**src/rtl/hazard_pkg.sv**
```systemverilog
`default_nettype none
// ============================================================================
// Module      : hazard_pkg
// Description : Shared constants, control bundle type and the load-use
//               compare helper for the 5-stage RV32 hazard control unit.
// Contents    : XLEN, REG_X0, FSM state encodings (ST_RUN / ST_FREEZE /
//               ST_ERROR), hazard_ctrl_t control bundle, load_use_hit().
// Revision    : 1.0 - initial release
// ============================================================================
package hazard_pkg;

   localparam int XLEN = 32;

   localparam logic [4:0] REG_X0 = 5'd0;

   // Hazard FSM state encodings.
   localparam logic [1:0] ST_RUN    = 2'd0;
   localparam logic [1:0] ST_FREEZE = 2'd1;
   localparam logic [1:0] ST_ERROR  = 2'd2;

   // All pipeline control strobes produced in one cycle, grouped so that a
   // whole decision can be selected with a single assignment.
   typedef struct packed {
      logic pc_stall;
      logic if_id_stall;
      logic if_id_flush;
      logic id_ex_flush;
      logic pipe_freeze;
      logic pc_redirect;
   } hazard_ctrl_t;

   localparam hazard_ctrl_t CTRL_IDLE   = '{1'b0, 1'b0, 1'b0, 1'b0, 1'b0, 1'b0};
   // Memory wait: hold the PC, IF/ID and everything from ID/EX onwards.
   localparam hazard_ctrl_t CTRL_FREEZE = '{1'b1, 1'b1, 1'b0, 1'b0, 1'b1, 1'b0};
   // Taken branch / jump: kill the two younger instructions, load the PC.
   localparam hazard_ctrl_t CTRL_REDIR  = '{1'b0, 1'b0, 1'b1, 1'b1, 1'b0, 1'b1};
   // Load-use: hold PC and IF/ID one cycle, bubble into ID/EX.
   localparam hazard_ctrl_t CTRL_BUBBLE = '{1'b1, 1'b1, 1'b0, 1'b1, 1'b0, 1'b0};

   // True when the load in EX produces a register the ID instruction reads.
   // x0 is never a real dependency, and an unused source field may hold
   // arbitrary bits, so both are filtered out.
   function automatic logic load_use_hit(
      input logic       mem_to_reg,
      input logic       reg_write,
      input logic [4:0] rd,
      input logic [4:0] rs1,
      input logic       uses_rs1,
      input logic [4:0] rs2,
      input logic       uses_rs2
   );
      logic src_match;
      src_match    = (uses_rs1 && (rs1 == rd)) || (uses_rs2 && (rs2 == rd));
      load_use_hit = mem_to_reg && reg_write && (rd != REG_X0) && src_match;
   endfunction

endpackage : hazard_pkg
`default_nettype wire

```
**src/rtl/sat_counter.sv**
```systemverilog
`default_nettype none
// ============================================================================
// Module      : sat_counter
// Description : Up counter that sticks at all-ones instead of wrapping.
// Ports       : clk   - clock, rising edge
//               rst   - synchronous active-high reset, clears count
//               inc   - add one this cycle (ignored once saturated)
//               count - current value, W bits
// Revision    : 1.0 - initial release
// ============================================================================
module sat_counter #(
   parameter int W = 32
) (
   input  logic         clk,
   input  logic         rst,
   input  logic         inc,
   output logic [W-1:0] count
);

   localparam logic [W-1:0] CNT_MAX = '1;

   always_ff @(posedge clk) begin
      if (rst) begin
         count <= '0;
      end else if (inc && (count != CNT_MAX)) begin
         count <= count + 1'b1;
      end
   end

endmodule : sat_counter
`default_nettype wire

```
**src/rtl/hazard_control_unit.sv**
```systemverilog
`default_nettype none
// ============================================================================
// Module      : hazard_control_unit
// Description : Stall / flush / PC-redirect generation for the 5-stage RV32
//               pipeline. Handles load-use bubbles, EX-resolved redirects
//               and data-memory wait states, with a freeze FSM that raises
//               a sticky fatal flag if memory stays busy too long. Two
//               saturating counters expose stall and flush activity.
// Ports       : clk, rst          - clock, synchronous active-high reset
//               id_rs1/rs2, id_uses_rs1/rs2 - ID source operands
//               ex_rd, ex_reg_write, ex_mem_to_reg - EX destination / load
//               ex_redirect, ex_target - taken branch/jump and its target
//               mem_busy          - MEM stage access not completing
//               pc_stall, if_id_stall, if_id_flush, id_ex_flush,
//               pipe_freeze, pc_redirect, pc_target - pipeline controls
//               mem_timeout_err   - sticky memory timeout flag
//               stall_cycles, flush_events - performance counters
// Revision    : 1.0 - initial release
// ============================================================================
module hazard_control_unit
   import hazard_pkg::*;
#(
   parameter int CNT_W       = 32,
   parameter int MEM_TIMEOUT = 64,
   parameter int TO_W        = 8
) (
   input  logic              clk,
   input  logic              rst,
   input  logic [4:0]        id_rs1,
   input  logic [4:0]        id_rs2,
   input  logic              id_uses_rs1,
   input  logic              id_uses_rs2,
   input  logic [4:0]        ex_rd,
   input  logic              ex_reg_write,
   input  logic              ex_mem_to_reg,
   input  logic              ex_redirect,
   input  logic [XLEN-1:0]   ex_target,
   input  logic              mem_busy,
   output logic              pc_stall,
   output logic              if_id_stall,
   output logic              if_id_flush,
   output logic              id_ex_flush,
   output logic              pipe_freeze,
   output logic              pc_redirect,
   output logic [XLEN-1:0]   pc_target,
   output logic              mem_timeout_err,
   output logic [CNT_W-1:0]  stall_cycles,
   output logic [CNT_W-1:0]  flush_events
);

   localparam logic [TO_W-1:0] BUSY_ONE = TO_W'(1);
   localparam logic [TO_W-1:0] BUSY_MAX = '1;

   logic [1:0]      state;
   logic [1:0]      state_next;
   logic [TO_W-1:0] busy_cnt;
   logic [TO_W-1:0] busy_cnt_next;
   logic [TO_W-1:0] busy_cnt_inc;
   logic            load_use;
   logic            timeout_hit;
   logic            freeze_cycle;
   logic            stall_inc;
   logic            flush_inc;
   hazard_ctrl_t    run_ctrl;
   hazard_ctrl_t    ctrl;

   assign load_use = load_use_hit(ex_mem_to_reg, ex_reg_write, ex_rd,
                                  id_rs1, id_uses_rs1, id_rs2, id_uses_rs2);

   assign busy_cnt_inc = (busy_cnt == BUSY_MAX) ? busy_cnt : busy_cnt + 1'b1;

   // busy_cnt counts FREEZE-state busy cycles only; the RUN entry cycle
   // preloads it with 1, so reaching MEM_TIMEOUT while still busy means
   // MEM_TIMEOUT+1 consecutive busy cycles have been seen.
   if (MEM_TIMEOUT != 0) begin : g_timeout
      localparam logic [TO_W-1:0] TIMEOUT_CNT = TO_W'(MEM_TIMEOUT);
      assign timeout_hit = (busy_cnt == TIMEOUT_CNT);
   end else begin : g_no_timeout
      assign timeout_hit = 1'b0;
   end

   // Decision when memory is not holding the pipe: a redirect kills the
   // younger instructions, including one that would otherwise stall on the
   // load, so it outranks load-use.
   always_comb begin
      run_ctrl = CTRL_IDLE;
      if (ex_redirect) begin
         run_ctrl = CTRL_REDIR;
      end else if (load_use) begin
         run_ctrl = CTRL_BUBBLE;
      end
   end

   always_comb begin
      ctrl          = CTRL_IDLE;
      state_next    = state;
      busy_cnt_next = busy_cnt;
      freeze_cycle  = 1'b0;

      case (state)
         ST_RUN: begin
            if (mem_busy) begin
               // Redirect / load-use are simply not acted on; EX and ID are
               // held, so they are seen again once memory is released.
               ctrl          = CTRL_FREEZE;
               freeze_cycle  = 1'b1;
               state_next    = ST_FREEZE;
               busy_cnt_next = BUSY_ONE;
            end else begin
               ctrl = run_ctrl;
            end
         end
         ST_FREEZE: begin
            if (mem_busy) begin
               ctrl          = CTRL_FREEZE;
               freeze_cycle  = 1'b1;
               busy_cnt_next = busy_cnt_inc;
               if (timeout_hit) begin
                  state_next = ST_ERROR;
               end
            end else begin
               ctrl          = run_ctrl;
               busy_cnt_next = '0;
               state_next    = ST_RUN;
            end
         end
         ST_ERROR: begin
            ctrl = CTRL_FREEZE;
         end
         default: begin
            // Unreachable encoding: return to a known state.
            state_next    = ST_RUN;
            busy_cnt_next = '0;
         end
      endcase

      if (rst) begin
         ctrl         = CTRL_IDLE;
         freeze_cycle = 1'b0;
      end
   end

   assign pc_stall    = ctrl.pc_stall;
   assign if_id_stall = ctrl.if_id_stall;
   assign if_id_flush = ctrl.if_id_flush;
   assign id_ex_flush = ctrl.id_ex_flush;
   assign pipe_freeze = ctrl.pipe_freeze;
   assign pc_redirect = ctrl.pc_redirect;
   assign pc_target   = ctrl.pc_redirect ? ex_target : '0;

   // A bubble is the only id_ex_flush that is not part of a redirect.
   // ERROR cycles are not freeze_cycle, so the counters hold there.
   assign stall_inc = freeze_cycle || (ctrl.id_ex_flush && !ctrl.pc_redirect);
   assign flush_inc = ctrl.pc_redirect;

   always_ff @(posedge clk) begin
      if (rst) begin
         state           <= ST_RUN;
         busy_cnt        <= '0;
         mem_timeout_err <= 1'b0;
      end else begin
         state    <= state_next;
         busy_cnt <= busy_cnt_next;
         if (state_next == ST_ERROR) begin
            mem_timeout_err <= 1'b1;
         end
      end
   end

   sat_counter #(
      .W (CNT_W)
   ) u_stall_cnt (
      .clk   (clk),
      .rst   (rst),
      .inc   (stall_inc),
      .count (stall_cycles)
   );

   sat_counter #(
      .W (CNT_W)
   ) u_flush_cnt (
      .clk   (clk),
      .rst   (rst),
      .inc   (flush_inc),
      .count (flush_events)
   );

endmodule : hazard_control_unit
`default_nettype wire

```
**config.mk**
```make
export PLATFORM = sky130hd
export DESIGN_NAME = hazard_control_unit
export DESIGN_NICKNAME = d
export VERILOG_FILES = /design/src/rtl/hazard_pkg.sv /design/src/rtl/sat_counter.sv /design/src/rtl/hazard_control_unit.sv
export SDC_FILE = /design/constraint.sdc
export NUM_CORES = 1
export LEC_CHECK = 0
export BUFFER_PORTS_ARGS = -buffer_cell sky130_fd_sc_hd__buf_4
export CAP_MARGIN = 25
export CORE_MARGIN = 4
export CORE_UTILIZATION = 40
export CTS_BUF_LIST = sky130_fd_sc_hd__clkbuf_8
export CTS_CLUSTER_DIAMETER = 40
export DETAILED_ROUTE_END_ITERATION = 10
export PLACE_DENSITY = 0.82
export SLEW_MARGIN = 20
export SYNTH_ARGS = -nofsm -noshare
export SYNTH_HDL_FRONTEND = slang
export SYNTH_SLANG_ARGS = --single-unit
```
**constraint.sdc**
```tcl
create_clock -name clk -period 2.2 [get_ports clk]
set_input_delay 0.22 -clock clk [delete_from_list [all_inputs] [get_ports clk]]
set_output_delay 0.22 -clock clk [all_outputs]
set_load 0.01 [all_outputs]
```
==> summary.md, run 1 <==
| Metric | Value |
|---|---|
| Status | `complete, no violations` |
| Class of the worst hold path | `in -> reg` |
| Placed Instances | `795` |
| Buffers on Ports | `157` |
| Antenna viol nets, final | `0` |
| Average wire per standard cell | `14.5 um` |
| Avg Inst Size Synth | `8.13 um2` |
| Dominant cell type by area after synthesis | `dfxtp_1` |
| CP Max Fanout | `38` |
| Iter 0 DRT Violations | `145` |
| Crit path time final | `2.12 ns` |
| Clock Sinks | `75` |
| Initial Util | `0.413` |
| Initial antenna violation count | `0` |
| Number of cell rows | `36` |
| Crit share post-route | `0.965` |
| Internal | `2.24 mW` |
| Switching share of power | `0.220` |
| Slew @ Worst Pin | `0.601 ns` |
| Cts-stage hold buffer count | `0` |
| CP Capture Type | `register` |
| Detailed placement HPWL | `9.02 mm` |
| DRT Wirelength | `11.7 mm` |
| Post-synthesis net count | `558` |
| Final #Nets | `732` |
| EDFF count, synth | `0` |
| Hold path depth | `2` |
| FILL cells | `887` |
| Placed Instance Area | `0.00551 mm2` |
| Root Driver | `clkbuf_8` |
| Number of global-route vias before repair | `4113` |
| Global-route wire length before repair | `18.9 mm` |
| Htree depth | `3` |
| CP cell instances | `ha_1 > nand4_4 > or4_4 > nand3_2 > buf_12 > mux2i_1 > nor2_1` |
| Clock Latency Late Sink | `0.34 ns` |
| Sequential share of power | `0.476` |
| Post-route worst setup slack | `0.0768 ns` |
| Pwr/cell area | `496 mW/mm2` |
| Final antenna diode count | `0` |
| Core area | `0.00982 mm2` |
| Place WS | `0.0626 ns` |
| Die Y-Extent | `109 um` |
| Warnings, synthesis | `0` |
| Die Area | `0.0118 mm2` |
| Final Slew Violations | `0` |
| I/O pin total | `158` |
| Worst Path Required | `2.42 ns` |
| Vias/cell | `5.27` |
| All-layer global routing usage | `0.197` |
| Final Hold Viols | `0` |
| Layout area overhead | `43.0%` |
| Final setup fails | `0` |
| TritonCTS Buffers | `9` |
| Worst path slowest cell | `or4_4` |
| Clock share of power | `0.432` |
| CP startpoint kind | `register` |
| Layout Skew | `0.00862 ns` |
| Synth Cell Area | `0.00406 mm2` |
| Fin Hold WS | `0.104 ns` |
| Clk slew on worst S/H paths | `0.08 ns` |
| Async SR Flop Fraction | `0` |
| Worst path max stage delay | `0.60 ns` |
| Max-Cap Viols | `0` |
| Critical Path AT | `2.34 ns` |
| Worst IR Drop VDD | `308 uV` |
| Layout Cells excl Fill | `810` |
| Final Cell Area | `0.00580 mm2` |
| Reg2reg path depth | `7` |
| Layout cells sized above 1 | `0.331` |
| Flop and latch count out of synthesis | `75` |
| Register area share after synthesis | `0.370` |
| Vias | `4269` |
| P_sw | `0.634 mW` |
| Max Freq | `471 MHz` |
| Gp weighted congestion | `0.791` |
| Top cell type's share of synthesized area | `0.370` |
| Synth top area cells | `dfxtp_1 37%, xnor2_1 7.1%, and2_1 5.6%, nor2_1 4.8%, a21oi_1 3.8%` |
| Clk buf depth | `2` |
| Top FF cell, synth | `dfxtp_1` |
| Max-slew headroom | `0.599` |
| DRT Pass-1 Iters | `4` |
| Leak | `2.37 nW` |
| Die Span X | `109 um` |
| DRC | `0` |
| Distinct cells, synth | `51` |
| CP Class | `reg -> reg` |
| CTS tree | `yes` |
| Gate power share | `0.092` |
| Remaining Overflow, GRT | `0` |
| Post-synthesis cell count | `499` |
| Pin count of the biggest net entering global routing | `60` |
-- Yosys cell counts, types with 12 or more instances --
| cell | count |
|---|---|
| a21oi_1 | 31 |
| and2_1 | 36 |
| clkbuf_1 | 17 |
| dfxtp_1 | 75 |
| nand2_1 | 34 |
| nand3_1 | 28 |
| nand4_1 | 18 |
| nor2_1 | 52 |
| o21ai_0 | 12 |
| o21ai_1 | 16 |
| or3_1 | 24 |
| xnor2_1 | 33 |
-- registers in the layout, indices dropped and copies added (netlist names) --
register and count:
u_flush_cnt.count 32, u_stall_cnt.count 32, busy_cnt 8, state 2, mem_timeout_err 1
-- area by class of cell --
type                       count  area (um2)  share of cell area
multi-input combinational    392        2440               0.421
sequential                    75        1510               0.260
clock inverter                 6         106              0.0183
inverter                       8        30.0             0.00518
tap                          133         166              0.0287
clock buffer                   9         124              0.0214
timing repair buffer         187        1420               0.245
-- cell families (layout without fill, tap and decap cells) --
logic type	count (synthesis)	in the layout	share of synthesized area
AND/OR/NAND/NOR	259	259	0.359
flip-flops	75	75	0.370
multiplexers	4	4	0.00987
AO/OA/AOI/OAI	82	82	0.117
XOR/XNOR	43	43	0.0928
adder cells (fa/ha/maj)	4	4	0.0123
buffers and inverters	32	210	0.0392
-- power groups by stage --
stage	clock (mW)	sequential, mW	combinational (mW)
final	1.24	1.37	0.266
after global routing	1.32	1.37	0.291
after CTS	1.26	1.37	0.268
after detailed placement	0	1.40	0.265
after global placement	0	1.40	0.258
after floorplan	0	1.40	0.118
-- per-stage QoR --
step	power, mW	utilization	TNS (ns)
CTS	2.90	0.585	0
finish	2.88	0.591	0
detailed placement	1.67	0.561	0
global placement	1.66	0.561	0
floorplan	1.52	-	0
global route	2.98	0.591	-0.0138
-- worst paths after layout --
kind | endpoint | startpoint | slack, ns
max | u_stall_cnt.count[1]$_SDFFE_PP0P_ | u_stall_cnt.count[0]$_SDFFE_PP0P_ | 0.08
min | busy_cnt[6]$_SDFFE_PP0P_ | rst | 0.10
max reg2reg | u_stall_cnt.count[1]$_SDFFE_PP0P_ | u_stall_cnt.count[0]$_SDFFE_PP0P_ | 0.08
min reg2reg | mem_timeout_err$_SDFFE_PP0N_ | mem_timeout_err$_SDFFE_PP0N_ | 0.46
-- timing repair --
item                                   in CTS  in global routing
gates resized for setup                     2                 16
gates cloned                                0                  0
endpoints found under the hold margin       0                  0
setup endpoints to repair                   2                 37
buffers inserted                            0                  0
-- layer usage --
metal | up-vias | wire length (um) | part of all wire | track usage
met1 | 1946 | 4730 | 0.40 | 0.230
met5 | - | 0 | 0 | 0
met4 | 0 | 121 | 0.010 | 0.0505
li1 | 2146 | - | - | -
met3 | 13 | 951 | 0.081 | 0.0562
met2 | 164 | 5910 | 0.50 | 0.353
-- cells in the final DEF (no fill, tap or decap), drive strengths merged, types with 24 or more instances in the layout --
| cell type | n |
|---|---|
| buf | 187 |
| dfxtp | 75 |
| nor2 | 52 |
| and2 | 37 |
| nand2 | 34 |
| xnor2 | 33 |
| a21oi | 31 |
| nand3 | 29 |
| o21ai | 28 |
| or3 | 24 |
-- critical path, delay by kind of cell, from the launching register on --
kind,cells,cell delay (ns)
simple gates,4,0.97
flops,1,0.34
fa+ha+maj,1,0.29
mux,1,0.20
buf+inv,1,0.19
(Power assumes the default switching activity.)
==> run 2: changes to the inputs <==
--- a/config.mk
+++ b/config.mk
@@ -13,6 +13,7 @@
 export CTS_CLUSTER_DIAMETER = 40
 export DETAILED_ROUTE_END_ITERATION = 10
 export PLACE_DENSITY = 0.82
+export RECOVER_POWER = 25
 export SLEW_MARGIN = 20
 export SYNTH_ARGS = -nofsm -noshare
 export SYNTH_HDL_FRONTEND = slang
==> summary.md, run 2 (same netlist as run 1, synthesis figures left out) <==
| Metric | Value |
|---|---|
| Buffers on Ports | `157` |
| Layout cells sized above 1 | `0.272` |
| Final #Nets | `732` |
| FILL cells | `935` |
| Remaining Overflow, GRT | `0` |
| Largest regs | `u_flush_cnt.count (32), u_stall_cnt.count (32), busy_cnt (8)` |
| Post-CTS sizing | `2` |
| Max Freq | `472 MHz` |
| CP Max Fanout | `38` |
| Number of cell rows | `36` |
| P_sw | `0.635 mW` |
| Iter 0 DRT Violations | `167` |
| DRC | `0` |
| Detailed placement HPWL | `9.02 mm` |
| Initial Util | `0.413` |
| Die Span X | `109 um` |
| Post-route worst setup slack | `0.0828 ns` |
| Gate power share | `0.093` |
| Average wire per standard cell | `14.6 um` |
| Number of global-route vias before repair | `4113` |
| Root Driver | `clkbuf_8` |
| Critical Path AT | `2.34 ns` |
| DRT Pass-1 Iters | `4` |
| Clk slew on worst S/H paths | `0.08 ns` |
| Status | `complete, no violations` |
| TritonCTS Buffers | `9` |
| Placed Instances | `795` |
| Register Area | `0.00151 mm2` |
| Max-slew headroom | `0.594` |
| Htree depth | `3` |
| Initial antenna violation count | `0` |
| Layout Utilization | `0.576` |
| CP Capture Type | `register` |
| DRT Wirelength | `11.8 mm` |
| Die Y-Extent | `109 um` |
| Worst IR Drop VDD | `309 uV` |
| Layout area overhead | `39.4%` |
| CP cell instances | `and4_4 > nand4_4 > or4_4 > nand3_2 > buf_12 > mux2i_1 > nor2_1` |
| Leak | `2.20 nW` |
| Worst path slowest cell | `or4_4` |
| TNS Setup | `0 ns` |
| Switching share of power | `0.221` |
| Class of the worst hold path | `in -> reg` |
| Clock Sinks | `75` |
| Antenna viol nets, final | `0` |
| All-layer global routing usage | `0.197` |
| Die Area | `0.0118 mm2` |
| Clock share of power | `0.432` |
| Layout Cells excl Fill | `810` |
| Place WS | `0.0626 ns` |
| CP startpoint kind | `register` |
| Internal | `2.24 mW` |
| Setup Buffers After CTS | `0` |
| Most frequent cells in the layout | `146 x buf_4, 72 x dfxtp_1, 52 x nor2_1, 39 x clkbuf_1, 35 x and2_1` |
| Clock Latency Late Sink | `0.34 ns` |
| Final Slew Violations | `0` |
| Global-route wire length before repair | `18.9 mm` |
| Pwr/cell area | `509 mW/mm2` |
| Slew @ Worst Pin | `0.608 ns` |
| Crit path time final | `2.12 ns` |
| Core area | `0.00982 mm2` |
| CTS tree | `yes` |
| Layout Skew | `0.00833 ns` |
| Final Hold Viols | `0` |
| Final setup fails | `0` |
| CP Class | `reg -> reg` |
| I/O pin total | `158` |
| Sequential share of power | `0.476` |
| Vias | `4267` |
| Worst path max stage delay | `0.59 ns` |
| Clk buf depth | `2` |
| Vias/cell | `5.27` |
| Cts-stage hold buffer count | `0` |
| Max-Cap Viols | `0` |
| Gp weighted congestion | `0.791` |
| Pin count of the biggest net entering global routing | `60` |
| Worst Path Required | `2.42 ns` |
| Multi-input gate area | `0.00244 mm2` |
| Final antenna diode count | `0` |
| Fin Hold WS | `0.102 ns` |
| Commonest non-fill, non-tap cell in the layout | `buf_4` |
| Crit share post-route | `0.962` |
[run 2: cell types whose count changed in the layout (fill, tap and decap cells not counted)]
cell / before / now
dfxtp_1: 71 / 72
buf_4: 185 / 146
dfxtp_2: 4 / 3
clkbuf_1: 0 / 39
[run 2: worst max-delay path: cells and delay by family, from the launching register on]
family	cells	cell delay, ns
AND/OR/NAND/NOR	5	1.21
buffers and inverters	1	0.19
multiplexers	1	0.20
flip-flops	1	0.38
[run 2: final timing paths]
path / to / startpoint / slack (ns) / cells after the start
worst max-delay path: u_stall_cnt.count[1]$_SDFFE_PP0P_ / u_stall_cnt.count[4]$_SDFFE_PP0P_ / 0.08 / 7
worst min register to register: mem_timeout_err$_SDFFE_PP0N_ / mem_timeout_err$_SDFFE_PP0N_ / 0.46 / 1
worst max register to register: u_stall_cnt.count[1]$_SDFFE_PP0P_ / u_stall_cnt.count[4]$_SDFFE_PP0P_ / 0.08 / 7
worst min-delay path: busy_cnt[6]$_SDFFE_PP0P_ / rst / 0.10 / 2
[run 2: metrics by stage]
step / power (mW) / cell area [um2]
final: 2.88 / 5650
after global routing: 2.98 / 5650
after CTS: 2.90 / 5750
after detailed placement: 1.67 / 5510
after global placement: 1.66 / 5510
after floorplan: 1.52 / 4060
[run 2: routing by layer]
layer	share of wire	track usage
met4	0.012	0.0505
met2	0.50	0.353
met3	0.081	0.0562
met1	0.41	0.230
met5	0	0
[run 2: layout make-up]
cell class,count,area share
multi-input cells,392,0.432
flip-flops and latches,75,0.266
repair buffers,187,0.226
well taps,133,0.0294
clock buffers,9,0.0219
clock inverters,6,0.0188
inverters,8,0.00531
[run 2: power groups by stage]
| stage | sequential [mW] | combinational, mW | clock (mW) |
|---|---|---|---|
| 5_1_grt | 1.37 | 0.291 | 1.32 |
| 4_1_cts | 1.37 | 0.268 | 1.26 |
| 2_1_floorplan | 1.40 | 0.118 | 0 |
| 6_report | 1.37 | 0.267 | 1.24 |
| 3_3_place_gp | 1.40 | 0.258 | 0 |
| 3_5_place_dp | 1.40 | 0.265 | 0 |
